===== config.mk =====
export PLATFORM = sky130hd
export DESIGN_NAME = lane_serializer_flat
export DESIGN_NICKNAME = d
export VERILOG_FILES = /design/src/rtl/lane_serializer_pkg.sv /design/src/rtl/lane_serializer_if.sv /design/src/rtl/lane_mux.sv /design/src/rtl/lane_serializer.sv /design/src/flat_wrapper.sv
export SDC_FILE = /design/constraint.sdc
export NUM_CORES = 1
export LEC_CHECK = 0
export CORE_MARGIN = 5
export CORE_UTILIZATION = 30
export DETAILED_ROUTE_END_ITERATION = 8
export GPL_TIMING_DRIVEN = 0
export PLACE_DENSITY = 0.49
export SETUP_SLACK_MARGIN = 0.05
export SLEW_MARGIN = 10
export SYNTH_ARGS = -nofsm -noshare
export SYNTH_HDL_FRONTEND = slang
export SYNTH_SLANG_ARGS = --single-unit

===== constraint.sdc =====
create_clock -name i_clk -period 3.8 [get_ports i_clk]
set_input_delay 0.76 -clock i_clk [delete_from_list [all_inputs] [get_ports i_clk]]
set_output_delay 0.76 -clock i_clk [all_outputs]
set_load 0.005 [all_outputs]

===== src/rtl/lane_serializer_pkg.sv =====
// Shared types and helpers for the lane serializer and its deserializer counterpart.
package lane_serializer_pkg;

  typedef enum logic {
    IDLE = 1'b0,
    SEND = 1'b1
  } state_e;

  // Widest lane the generic bit_reverse helper supports; lanes are zero-extended into it.
  localparam int unsigned MaxLaneW    = 256;
  localparam int unsigned MaxLaneIdxW = $clog2(MaxLaneW);

  // A count of 0 or anything beyond the lane count means "all lanes".
  function automatic int unsigned effective_count(input int unsigned count, input int unsigned n);
    return ((count == 0) || (count > n)) ? n : count;
  endfunction

  // Reverses the low w bits of v; bits at and above w come back as zero.
  function automatic logic [MaxLaneW-1:0] bit_reverse(input logic [MaxLaneW-1:0] v,
                                                      input int unsigned       w);
    logic [MaxLaneW-1:0] r;
    r = '0;
    for (int unsigned j = 0; j < MaxLaneW; j++) begin
      if (j < w) begin
        r[MaxLaneIdxW'(j)] = v[MaxLaneIdxW'(w - 1 - j)];
      end
    end
    return r;
  endfunction

endpackage


===== src/rtl/lane_serializer_if.sv =====
// Word-in / lane-out stream bundle. The serializer sits on the slave side; whoever feeds
// words and consumes lanes sits on the master side.
interface lane_serializer_if #(
  parameter int unsigned N = 4,
  parameter int unsigned W = 8
);

  localparam int unsigned CW = $clog2(N + 1);

  // Word side
  logic                  i_valid;
  logic                  o_ready;
  logic [N-1:0][W-1:0]   i_data;
  logic [CW-1:0]         i_count;
  logic                  i_msb_first;
  logic                  i_bit_rev;

  // Lane side
  logic                  o_valid;
  logic                  i_ready;
  logic [W-1:0]          o_data;
  logic                  o_last;

  // Status
  logic                  o_busy;

  modport slave (
    input  i_valid, i_data, i_count, i_msb_first, i_bit_rev, i_ready,
    output o_ready, o_valid, o_data, o_last, o_busy
  );

  modport master (
    output i_valid, i_data, i_count, i_msb_first, i_bit_rev, i_ready,
    input  o_ready, o_valid, o_data, o_last, o_busy
  );

endinterface


===== src/rtl/lane_mux.sv =====
// Combinational lane picker: selects the k-th lane of a packed word in either order and
// optionally mirrors its bits. Shared with the deserializer.
module lane_mux
  import lane_serializer_pkg::*;
#(
  parameter int unsigned N = 4,
  parameter int unsigned W = 8
) (
  input  logic [N-1:0][W-1:0]     i_data,
  input  logic [$clog2(N+1)-1:0]  i_idx,
  input  logic                    i_msb_first,
  input  logic                    i_bit_rev,
  output logic [W-1:0]            o_lane
);

  localparam int unsigned LaneIdxW = (N > 1) ? $clog2(N) : 1;

  logic [LaneIdxW-1:0] w_sel;
  logic [W-1:0]        w_lane;

  // Map the emission index onto a physical lane and apply the optional bit mirror.
  always_comb begin
    w_sel  = LaneIdxW'(i_msb_first ? (N - 1 - 32'(i_idx)) : 32'(i_idx));
    w_lane = i_data[w_sel];
    o_lane = i_bit_rev ? W'(bit_reverse(MaxLaneW'(w_lane), W)) : w_lane;
  end

endmodule


===== src/rtl/lane_serializer.sv =====
// Emits an N-lane word one lane per cycle on a valid/ready stream, MSB- or LSB-lane first,
// with optional per-lane bit reversal. A new word can be taken on the last lane's handshake,
// so back-to-back words stream with no bubble.
module lane_serializer
  import lane_serializer_pkg::*;
#(
  parameter int unsigned N = 4,
  parameter int unsigned W = 8
) (
  input  logic               i_clk,
  input  logic               i_rst,
  lane_serializer_if.slave   bus
);

  localparam int unsigned CW = $clog2(N + 1);

  state_e              r_state;
  state_e              w_state_nxt;
  logic [N-1:0][W-1:0] r_data;
  logic [CW-1:0]       r_cnt;
  logic [CW-1:0]       r_k;
  logic [CW-1:0]       w_k_nxt;
  logic                r_msb_first;
  logic                r_bit_rev;

  logic                w_valid;
  logic                w_last;
  logic                w_out_hs;
  logic                w_ready;
  logic                w_accept;
  logic                w_load;
  logic [CW-1:0]       w_cnt_eff;
  logic [W-1:0]        w_lane;

  // Handshake terms; o_ready looks at i_ready so a new word can ride the last lane's handshake.
  always_comb begin
    w_valid   = (r_state == SEND);
    w_last    = w_valid && (r_k == (r_cnt - CW'(1)));
    w_out_hs  = w_valid && bus.i_ready;
    w_ready   = (r_state == IDLE) || (w_out_hs && w_last);
    w_accept  = bus.i_valid && w_ready;
    w_cnt_eff = CW'(effective_count(32'(bus.i_count), N));
  end

  // Next-state and lane index.
  always_comb begin
    w_state_nxt = r_state;
    w_k_nxt     = r_k;
    w_load      = 1'b0;
    unique case (r_state)
      IDLE: begin
        if (w_accept) begin
          w_state_nxt = SEND;
          w_load      = 1'b1;
          w_k_nxt     = '0;
        end
      end
      SEND: begin
        if (w_out_hs) begin
          if (w_last) begin
            if (w_accept) begin
              w_load  = 1'b1;
              w_k_nxt = '0;
            end else begin
              w_state_nxt = IDLE;
            end
          end else begin
            w_k_nxt = r_k + CW'(1);
          end
        end
      end
      default: w_state_nxt = IDLE;
    endcase
  end

  // State and lane index registers.
  always_ff @(posedge i_clk or posedge i_rst) begin
    if (i_rst) begin
      r_state <= IDLE;
      r_k     <= '0;
    end else begin
      r_state <= w_state_nxt;
      r_k     <= w_k_nxt;
    end
  end

  // Capture the word and its per-transaction controls on accept.
  always_ff @(posedge i_clk or posedge i_rst) begin
    if (i_rst) begin
      r_data      <= '0;
      r_cnt       <= '0;
      r_msb_first <= 1'b0;
      r_bit_rev   <= 1'b0;
    end else if (w_load) begin
      r_data      <= bus.i_data;
      r_cnt       <= w_cnt_eff;
      r_msb_first <= bus.i_msb_first;
      r_bit_rev   <= bus.i_bit_rev;
    end
  end

  lane_mux #(
    .N (N),
    .W (W)
  ) u_lane_mux (
    .i_data      (r_data),
    .i_idx       (r_k),
    .i_msb_first (r_msb_first),
    .i_bit_rev   (r_bit_rev),
    .o_lane      (w_lane)
  );

  assign bus.o_valid = w_valid;
  assign bus.o_ready = w_ready;
  assign bus.o_last  = w_last;
  // Data is forced to zero while idle so the bus reads clean after reset or a drain.
  assign bus.o_data  = w_valid ? w_lane : '0;
  assign bus.o_busy  = (r_state != IDLE);

endmodule


===== src/flat_wrapper.sv =====
// flat-port wrapper written by rule: the top's interface ports become plain ports
module lane_serializer_flat import lane_serializer_pkg::*;
#(
  parameter int unsigned N = 4,
  parameter int unsigned W = 8
)
  (i_clk, i_rst, bus_i_valid, bus_i_data, bus_i_count, bus_i_msb_first, bus_i_bit_rev, bus_i_ready, bus_o_ready, bus_o_valid, bus_o_data, bus_o_last, bus_o_busy);
  lane_serializer_if #(.N(N), .W(W)) bus_i ();
  input  logic i_clk;
  input  logic i_rst;
  input wire logic [$bits(bus_i.i_valid)-1:0] bus_i_valid;
  input wire logic [$bits(bus_i.i_data)-1:0] bus_i_data;
  input wire logic [$bits(bus_i.i_count)-1:0] bus_i_count;
  input wire logic [$bits(bus_i.i_msb_first)-1:0] bus_i_msb_first;
  input wire logic [$bits(bus_i.i_bit_rev)-1:0] bus_i_bit_rev;
  input wire logic [$bits(bus_i.i_ready)-1:0] bus_i_ready;
  output wire logic [$bits(bus_i.o_ready)-1:0] bus_o_ready;
  output wire logic [$bits(bus_i.o_valid)-1:0] bus_o_valid;
  output wire logic [$bits(bus_i.o_data)-1:0] bus_o_data;
  output wire logic [$bits(bus_i.o_last)-1:0] bus_o_last;
  output wire logic [$bits(bus_i.o_busy)-1:0] bus_o_busy;
  assign bus_i.i_valid = bus_i_valid;
  assign bus_i.i_data = bus_i_data;
  assign bus_i.i_count = bus_i_count;
  assign bus_i.i_msb_first = bus_i_msb_first;
  assign bus_i.i_bit_rev = bus_i_bit_rev;
  assign bus_i.i_ready = bus_i_ready;
  assign bus_o_ready = bus_i.o_ready;
  assign bus_o_valid = bus_i.o_valid;
  assign bus_o_data = bus_i.o_data;
  assign bus_o_last = bus_i.o_last;
  assign bus_o_busy = bus_i.o_busy;
  lane_serializer #(.N(N), .W(W)) u_core (.i_clk(i_clk), .i_rst(i_rst), .bus(bus_i));
endmodule

==> results of run 1 <==
## critical path: stages (launching register included)
cell and delay [ps]:
dfrtp_1 560, xor2_4 440, mux4_1 650, mux2i_1 160, nor2_1 70, clkdlybuf4s50_1 450
## path summary, 6_finish.rpt
check	end	slack, ps	depth (start not counted)
min	u_core.r_cnt[1]$_DFFE_PP0P_	500	2
min in group asynchronous	u_core.r_k[2]$_DFFE_PP0P_	700	2
max reg2reg	u_core.r_data[0]$_DFFE_PP0P_	1810	7
max in group asynchronous	u_core.r_data[9]$_DFFE_PP0P_	2650	3
min reg2reg	u_core.r_cnt[1]$_DFFE_PP0P_	500	2
max	bus_o_data[2]	410	5
## registers in the layout, indices dropped and copies added (netlist names)
register            flops
u_core.r_cnt            3
u_core.bus.o_busy       1
u_core.r_bit_rev        1
u_core.r_msb_first      1
u_core.r_k              3
u_core.r_data          32
## metrics by stage
step,total power [W],util (%),instances,setup slack (ps)
5_1_grt,0.00303,42.8,308,219
3_3_place_gp,0.00240,40.5,299,705
4_1_cts,0.00287,42.8,308,330
3_5_place_dp,0.00244,40.8,300,688
2_1_floorplan,0.00180,-,151,1410
6_report,0.00281,42.8,308,412
## synth_stat cells (2+ instances only)
cell / instances
nand3_1: 2
ha_1: 3
mux2_2: 29
mux4_1: 4
inv_1: 5
xor2_2: 2
a21o_1: 3
o22ai_1: 2
nor2_1: 9
buf_4: 4
mux4_2: 4
dfrtp_1: 41
buf_6: 2
o21ai_0: 3
mux2i_1: 9
mux2_4: 5
and2_1: 2
nand2_1: 8
## final cells by class
cell class / count / area [um^2]
well taps: 96 / 120
plain buffers: 7 / 56.3
multi-input cells: 97 / 1020
fillers: 685 / 3910
clock inverters: 3 / 65.1
repair buffers: 53 / 541
clock buffers: 5 / 68.8
inverters: 6 / 22.5
flip-flops and latches: 41 / 1030
## layer usage
layer	GRT usage [%]	vias to the layer above	routed length, um
met5	0	-	0
met4	4.81	0	112
met3	3.53	10	293
met2	18.2	42	2220
met1	15.2	678	2140
li1	-	659	-
## kinds of logic (layout without fill, tap and decap cells)
| group | Yosys count | count (layout) | synth area share, % |
|---|---|---|---|
| AO/OA/AOI/OAI | 11 | 11 | 3.82 |
| XOR/XNOR | 5 | 5 | 4.29 |
| adder cells (fa/ha/maj) | 3 | 3 | 1.76 |
| buffers and inverters | 13 | 74 | 3.71 |
| flip-flops | 41 | 41 | 48.2 |
| multiplexers | 51 | 51 | 32.3 |
| AND/OR/NAND/NOR | 27 | 27 | 5.88 |
## power by group through the flow
stage	registers [W]	logic (W)	clock network, W
detailed placement	0.000803	0.00164	0
global route	0.000821	0.00177	0.000442
floorplan	0.000760	0.00104	0
finish	0.000789	0.00161	0.000418
global placement	0.000787	0.00161	0
CTS	0.000794	0.00165	0.000427
==> impl_metrics.yaml, run 1 <==
route:
  antenna_left: 0
  wl_um: 4760
  vias_per_cell: 4.51
  vias: 1389
  drcViolationCount: 0
  firstDrtPassIters: 4
  avgRoutedWirePerCell_um: 15.5
  drtIter0Drc: 53
hold_path:
  min_from: "u_core.r_cnt[1]$_DFFE_PP0P_"
  hold_path.class: "reg -> reg"
synth:
  synthTopCellsByArea: "dfrtp_1 48%, mux2_2 15%, mux4_1 4.9%"
  avgSynthCellArea_um2: 14.1
  synth_edf_count: 0
  yosysTopAreaCell: "dfrtp_1"
  synth_ff_type: "dfrtp_1"
  yosysWarnings: 0
  ys_seq_area_share_pct: 48.2
  synthDominantCellAreaShare_pct: 48.2
  synthDistinctLibCells: 32
  synth_nets: 195
  synthesis.area_mm2: 0.00213
  postSynth.asyncResetShare_pct: 100
  syn_inst: 151
  synth-seq-cells: 41
sta:
  setup_viol_count_final: 0
  rsz0062_at_grt: "no"
  skew_ps: 6.97
  fin_hold_ws_ps: 498
  tns_ps: 0
  tightestPinTransition_ps: 604
  finalCritPeriodShare_pct: 89.2
  relSlewSlack_pct: 59.7
  fmax_mhz: 295
  min_period_ps: 3390
  maxSlewViolCount: 0
  hold_viol_final: 0
final_layout:
  area_growth_pct: 37.4
  antennaDiodeCount: 0
  design_area_mm2: 0.00292
  drive_gt1_share_pct: 27.8
  layout_common_cells: "52 x clkdlybuf4s50_1, 41 x dfrtp_1, 29 x mux2_2"
  final_common_cell: "clkdlybuf4s50_1"
  fin_nets: 255
floorplanning:
  row_count: 30
  fp.dieW_um: 94.2
  fp.dieH_um: 94.2
  coreArea_mm2: 0.00683
  io_pins: 53
  die_area_mm2: 0.00887
  start_util_pct: 31.1
clock_network:
  cts_max_path_buffers: 2
  root_buffer: "clkbuf_8"
  cts_tree: "built"
  cts_hold_buffers: 0
  cts.repair.resized: 0
  htreeDepth: 2
  cts_buffers: 5
  clk_latency_ps: 300
  clock_sinks: 41
  cts_setup_buffers: 0
  clk_pin_slew_ps: 80
power:
  p_int_w: 0.00189
  p_per_area_mw_per_mm2: 963
  clock_power_share_pct: 14.8
  pwr-share-seq_pct: 28.0
  p_sw_w: 0.000921
  combPwrFrac_pct: 57.1
  p_leak_nw: 1.29
  peakVddDrop_uv: 421
  sw_frac_of_total_pct: 32.7
setup_path:
  crit_fanout: 8
  cp_data_arrival_time_ps: 2630
  critPathRequiredTime_ps: 3040
  cp-end-kind: "primary output"
  r2r_start: "u_core.r_cnt[0]$_DFFE_PP0P_"
  startpoint_type: "flip-flop"
  cp-startpoint: "u_core.r_k[0]$_DFFE_PP0P_"
  crit_type: "reg -> out"
placement:
  postPlaceCellArea_mm2: 0.00279
  place_congestion: 0.723
  portBuffers: 52
  dp_hpwl_um: 3570
global_route:
  grt_max_degree: 33
  antenna_found_initial: 0
  grt_pass1_vias: 1624
  grt_pass1_wl_um: 7920
  track_usage_pct: 11.7
  grt_overflow: 0
run_status:
  status: "completed"
job:
  maxCapViolations: 0
(Power assumes the default switching activity.)
==> run 2: changes to the inputs <==
Settings changed: PLACE_DENSITY 0.49 to not set, PLACE_DENSITY_LB_ADDON set to 0.1.
==> impl_metrics.yaml, run 2 (synthesis results as in run 1) <==
hold_path:
  min_to: "u_core.r_cnt[1]$_DFFE_PP0P_"
  min_from: "u_core.r_cnt[1]$_DFFE_PP0P_"
  hold_path.class: "reg -> reg"
  min_path_cells: 2
route:
  vias: 1382
  firstDrtPassIters: 4
  wl_um: 4710
  drcViolationCount: 0
  vias_per_cell: 4.49
  antenna_left: 0
  drtIter0Drc: 21
  avgRoutedWirePerCell_um: 15.3
setup_path:
  crit_type: "reg -> out"
  r2r_start: "u_core.r_cnt[0]$_DFFE_PP0P_"
  r2r_end: "u_core.r_data[28]$_DFFE_PP0P_"
  startpoint_type: "flip-flop"
  critPathRequiredTime_ps: 3040
  cp_data_arrival_time_ps: 2640
  reg2reg_depth: 7
  r2r_slack_ps: 1810
  crit_fanout: 8
  cp-end-kind: "primary output"
sta:
  min_period_ps: 3400
  tightestPinTransition_ps: 647
  fmax_mhz: 294
  maxSlewViolCount: 0
  setup_viol_count_final: 0
  finalCritPeriodShare_pct: 89.5
  tns_ps: 0
  fin_hold_ws_ps: 490
  rsz0062_at_grt: "no"
  hold_viol_final: 0
  worst_slack_ps: 398
  skew_ps: 3.43
  relSlewSlack_pct: 56.8
power:
  p_int_w: 0.00185
  combPwrFrac_pct: 58.3
  sw_frac_of_total_pct: 33.0
  peakVddDrop_uv: 375
  p_per_area_mw_per_mm2: 949
  p_leak_nw: 1.29
  finalPower_w: 0.00276
  pwr-share-seq_pct: 28.8
  clock_power_share_pct: 13.0
  p_sw_w: 0.000909
final_layout:
  largest_reg_flops: 32
  drive_gt1_share_pct: 27.4
  reg_top3: "u_core.r_data x32, u_core.r_cnt x3, u_core.r_k x3"
  antennaDiodeCount: 0
  top_register: "u_core.r_data"
  layout_common_cells: "52 x clkdlybuf4s50_1, 41 x dfrtp_1, 29 x mux2_2"
  design_area_mm2: 0.00290
  area_growth_pct: 36.5
  fin_nets: 255
  final_common_cell: "clkdlybuf4s50_1"
floorplanning:
  fp.dieW_um: 94.2
  die_area_mm2: 0.00887
  row_count: 30
  coreArea_mm2: 0.00683
  fp.dieH_um: 94.2
  io_pins: 53
  start_util_pct: 31.1
clock_network:
  cts_hold_buffers: 0
  clk_latency_ps: 290
  cts_setup_buffers: 0
  cts_max_path_buffers: 2
  cts_tree: "built"
  cts_buffers: 5
  htreeDepth: 2
  clk_pin_slew_ps: 80
  cts.repair.resized: 0
  root_buffer: "clkbuf_8"
  clock_sinks: 41
global_route:
  grt_pass1_vias: 1514
  grt_max_degree: 37
  track_usage_pct: 11.6
  grt_pass1_wl_um: 7760
  antenna_found_initial: 0
  grt_overflow: 0
job:
  maxCapViolations: 0
placement:
  place_congestion: 0.726
  portBuffers: 52
  dp_hpwl_um: 3560
  postPlaceCellArea_mm2: 0.00279
  pre_cts_ws_ps: 681
run_status:
  status: "completed"
## run 2: per-layer routing
layer	wire [um]	vias to the layer above	GRT usage [%]
met5	0	-	0
met4	38	0	3.25
met3	232	5	3.37
met2	2360	31	19.0
met1	2080	683	14.8
li1	-	663	-
## run 2: worst max path at each step
stage	from	endpoint	slack (ps)	cells past startpoint
2_1_floorplan	u_core.r_k[0]$_DFFE_PP0P_	bus_o_data[1]	1410	4
3_3_place_gp	u_core.r_k[0]$_DFFE_PP0P_	bus_o_data[1]	720	5
3_5_place_dp	u_core.r_k[0]$_DFFE_PP0P_	bus_o_data[1]	680	5
4_1_cts	u_core.r_k[0]$_DFFE_PP0P_	bus_o_data[1]	350	5
5_1_grt	u_core.r_k[0]$_DFFE_PP0P_	bus_o_data[1]	240	5
6_report	u_core.r_k[0]$_DFFE_PP0P_	bus_o_data[1]	400	5
## run 2: area by class of cell
class                      count  area (um^2)
buffer                         7         56.3
clock buffer                   7         86.3
clock inverter                 1         30.0
fill                         673         3930
inverter                       6         22.5
multi-input combinational     97         1020
sequential                    41         1030
tap                           96          120
timing repair buffer          53          541
## run 2: stage by stage
step,std cells,util (%)
CTS,308,42.5
detailed placement,300,40.8
finish,308,42.5
global placement,299,40.5
floorplan,151,-
global route,308,42.5
## run 2: critical path, cell delays in order, from the launching register on
cell and delay (ps):
dfrtp_1 550, xor2_4 430, mux4_1 660, mux2i_1 170, nor2_1 70, clkdlybuf4s50_1 470
## run 2: power by group through the flow
stage / registers (W) / clock network, W / logic [W]
2_1_floorplan: 0.000760 / 0 / 0.00104
3_3_place_gp: 0.000789 / 0 / 0.00159
3_5_place_dp: 0.000802 / 0 / 0.00163
4_1_cts: 0.000794 / 0.000372 / 0.00164
5_1_grt: 0.000823 / 0.000387 / 0.00177
6_report: 0.000793 / 0.000358 / 0.00161
==> run 3: changes to the inputs <==
Settings changed: CELL_PAD_IN_SITES_DETAIL_PLACEMENT set to 1, CELL_PAD_IN_SITES_GLOBAL_PLACEMENT set to 1, CORE_MARGIN 5 to 4.
==> impl_metrics.yaml, run 3 (synthesis results as in run 1) <==
run_status:
  status: "completed"
final_layout:
  drive_gt1_share_pct: 27.1
  fin_nets: 255
  fin_util_pct: 41.9
  area_growth_pct: 34.5
  reg_top3: "u_core.r_data x32, u_core.r_cnt x3, u_core.r_k x3"
  final_common_cell: "clkdlybuf4s50_1"
  design_area_mm2: 0.00286
  top_register: "u_core.r_data"
  final_cells: 306
  largest_reg_flops: 32
  fill_cells: 727
  antennaDiodeCount: 0
  layout_common_cells: "52 x clkdlybuf4s50_1, 41 x dfrtp_1, 29 x mux2_2"
clock_network:
  cts_tree: "built"
  clk_latency_ps: 280
  cts_setup_buffers: 0
  clk_pin_slew_ps: 70
  root_buffer: "clkbuf_8"
  cts_buffers: 5
  cts.repair.resized: 0
  clock_sinks: 41
  htreeDepth: 2
  cts_max_path_buffers: 2
  cts_hold_buffers: 0
route:
  vias_per_cell: 4.56
  avgRoutedWirePerCell_um: 16.2
  vias: 1396
  drtIter0Drc: 30
  drcViolationCount: 0
  firstDrtPassIters: 3
  wl_um: 4970
  antenna_left: 0
floorplanning:
  fp.dieH_um: 92.2
  start_util_pct: 31.1
  coreArea_mm2: 0.00683
  die_area_mm2: 0.00850
  io_pins: 53
  fp.dieW_um: 92.2
  row_count: 30
hold_path:
  min_to: "u_core.r_data[22]$_DFFE_PP0P_"
  min_path_cells: 1
  hold_path.class: "reg -> reg"
  min_from: "u_core.r_data[22]$_DFFE_PP0P_"
setup_path:
  startpoint_type: "flip-flop"
  cp-end-kind: "primary output"
  crit_fanout: 8
  r2r_start: "u_core.r_cnt[0]$_DFFE_PP0P_"
  r2r_slack_ps: 1830
  cp_data_arrival_time_ps: 2640
  r2r_end: "u_core.r_data[30]$_DFFE_PP0P_"
  reg2reg_depth: 7
  crit_type: "reg -> out"
  critPathRequiredTime_ps: 3040
global_route:
  grt_pass1_wl_um: 8360
  antenna_found_initial: 0
  grt_max_degree: 37
  grt_overflow: 0
  track_usage_pct: 12.8
  grt_pass1_vias: 1625
placement:
  dp_hpwl_um: 3830
  pre_cts_ws_ps: 645
  place_congestion: 0.718
  postPlaceCellArea_mm2: 0.00279
  dp.cells: 300
  portBuffers: 52
sta:
  finalCritPeriodShare_pct: 89.6
  fmax_mhz: 294
  skew_ps: 2.23
  rsz0062_at_grt: "no"
  worst_slack_ps: 396
  hold_viol_final: 0
  min_period_ps: 3400
  tightestPinTransition_ps: 650
  relSlewSlack_pct: 56.6
  setup_viol_count_final: 0
  maxSlewViolCount: 0
  tns_ps: 0
power:
  peakVddDrop_uv: 277
  p_per_area_mw_per_mm2: 933
  p_leak_nw: 1.27
job:
  maxCapViolations: 0
run 3: where the power goes:
part,internal (W),leakage (nW),switching [W]
combinational,0.000977,0.734,0.000639
sequential,0.000655,0.493,0.000140
clock,0.000121,0.0399,0.000136
total,0.00175,1.27,0.000915
run 3: area by class of cell:
type	instances	area (um^2)	share of cell area, %
plain buffers	7	56.3	1.97
well taps	96	120	4.20
repair buffers	53	541	18.9
clock buffers	5	68.8	2.40
flip-flops and latches	41	1030	35.9
clock inverters	1	5.00	0.175
multi-input cells	97	1020	35.7
inverters	6	22.5	0.787
run 3: worst max-delay path by stage:
stage | startpoint | to | slack [ps] | cells after the start
CTS | u_core.r_k[0]$_DFFE_PP0P_ | bus_o_data[2] | 330 | 5
detailed placement | u_core.r_k[0]$_DFFE_PP0P_ | bus_o_data[2] | 650 | 5
global placement | u_core.r_k[0]$_DFFE_PP0P_ | bus_o_data[2] | 680 | 5
finish | u_core.r_k[0]$_DFFE_PP0P_ | bus_o_data[2] | 400 | 5
floorplan | u_core.r_k[0]$_DFFE_PP0P_ | bus_o_data[1] | 1410 | 4
global route | u_core.r_k[0]$_DFFE_PP0P_ | bus_o_data[2] | 180 | 5
run 3: metal layers:
layer	track usage (%)	vias to the layer above	wire, um
met1	16.4	707	2200
met4	2.97	0	29
li1	-	657	-
met2	21.4	30	2530
met3	3.53	2	215
met5	0	-	0
run 3: stage by stage:
step | hold slack (ps) | power, W
final | 501 | 0.00267
after global routing | 520 | 0.00289
after CTS | 507 | 0.00273
after detailed placement | 489 | 0.00247
after global placement | 473 | 0.00239
after floorplan | 450 | 0.00180
run 3: critical path: stages, from the launching register on:
cell	delay (ps)
dfrtp_1	560
xor2_4	440
mux4_1	670
mux2i_1	170
nor2_1	60
clkdlybuf4s50_1	470
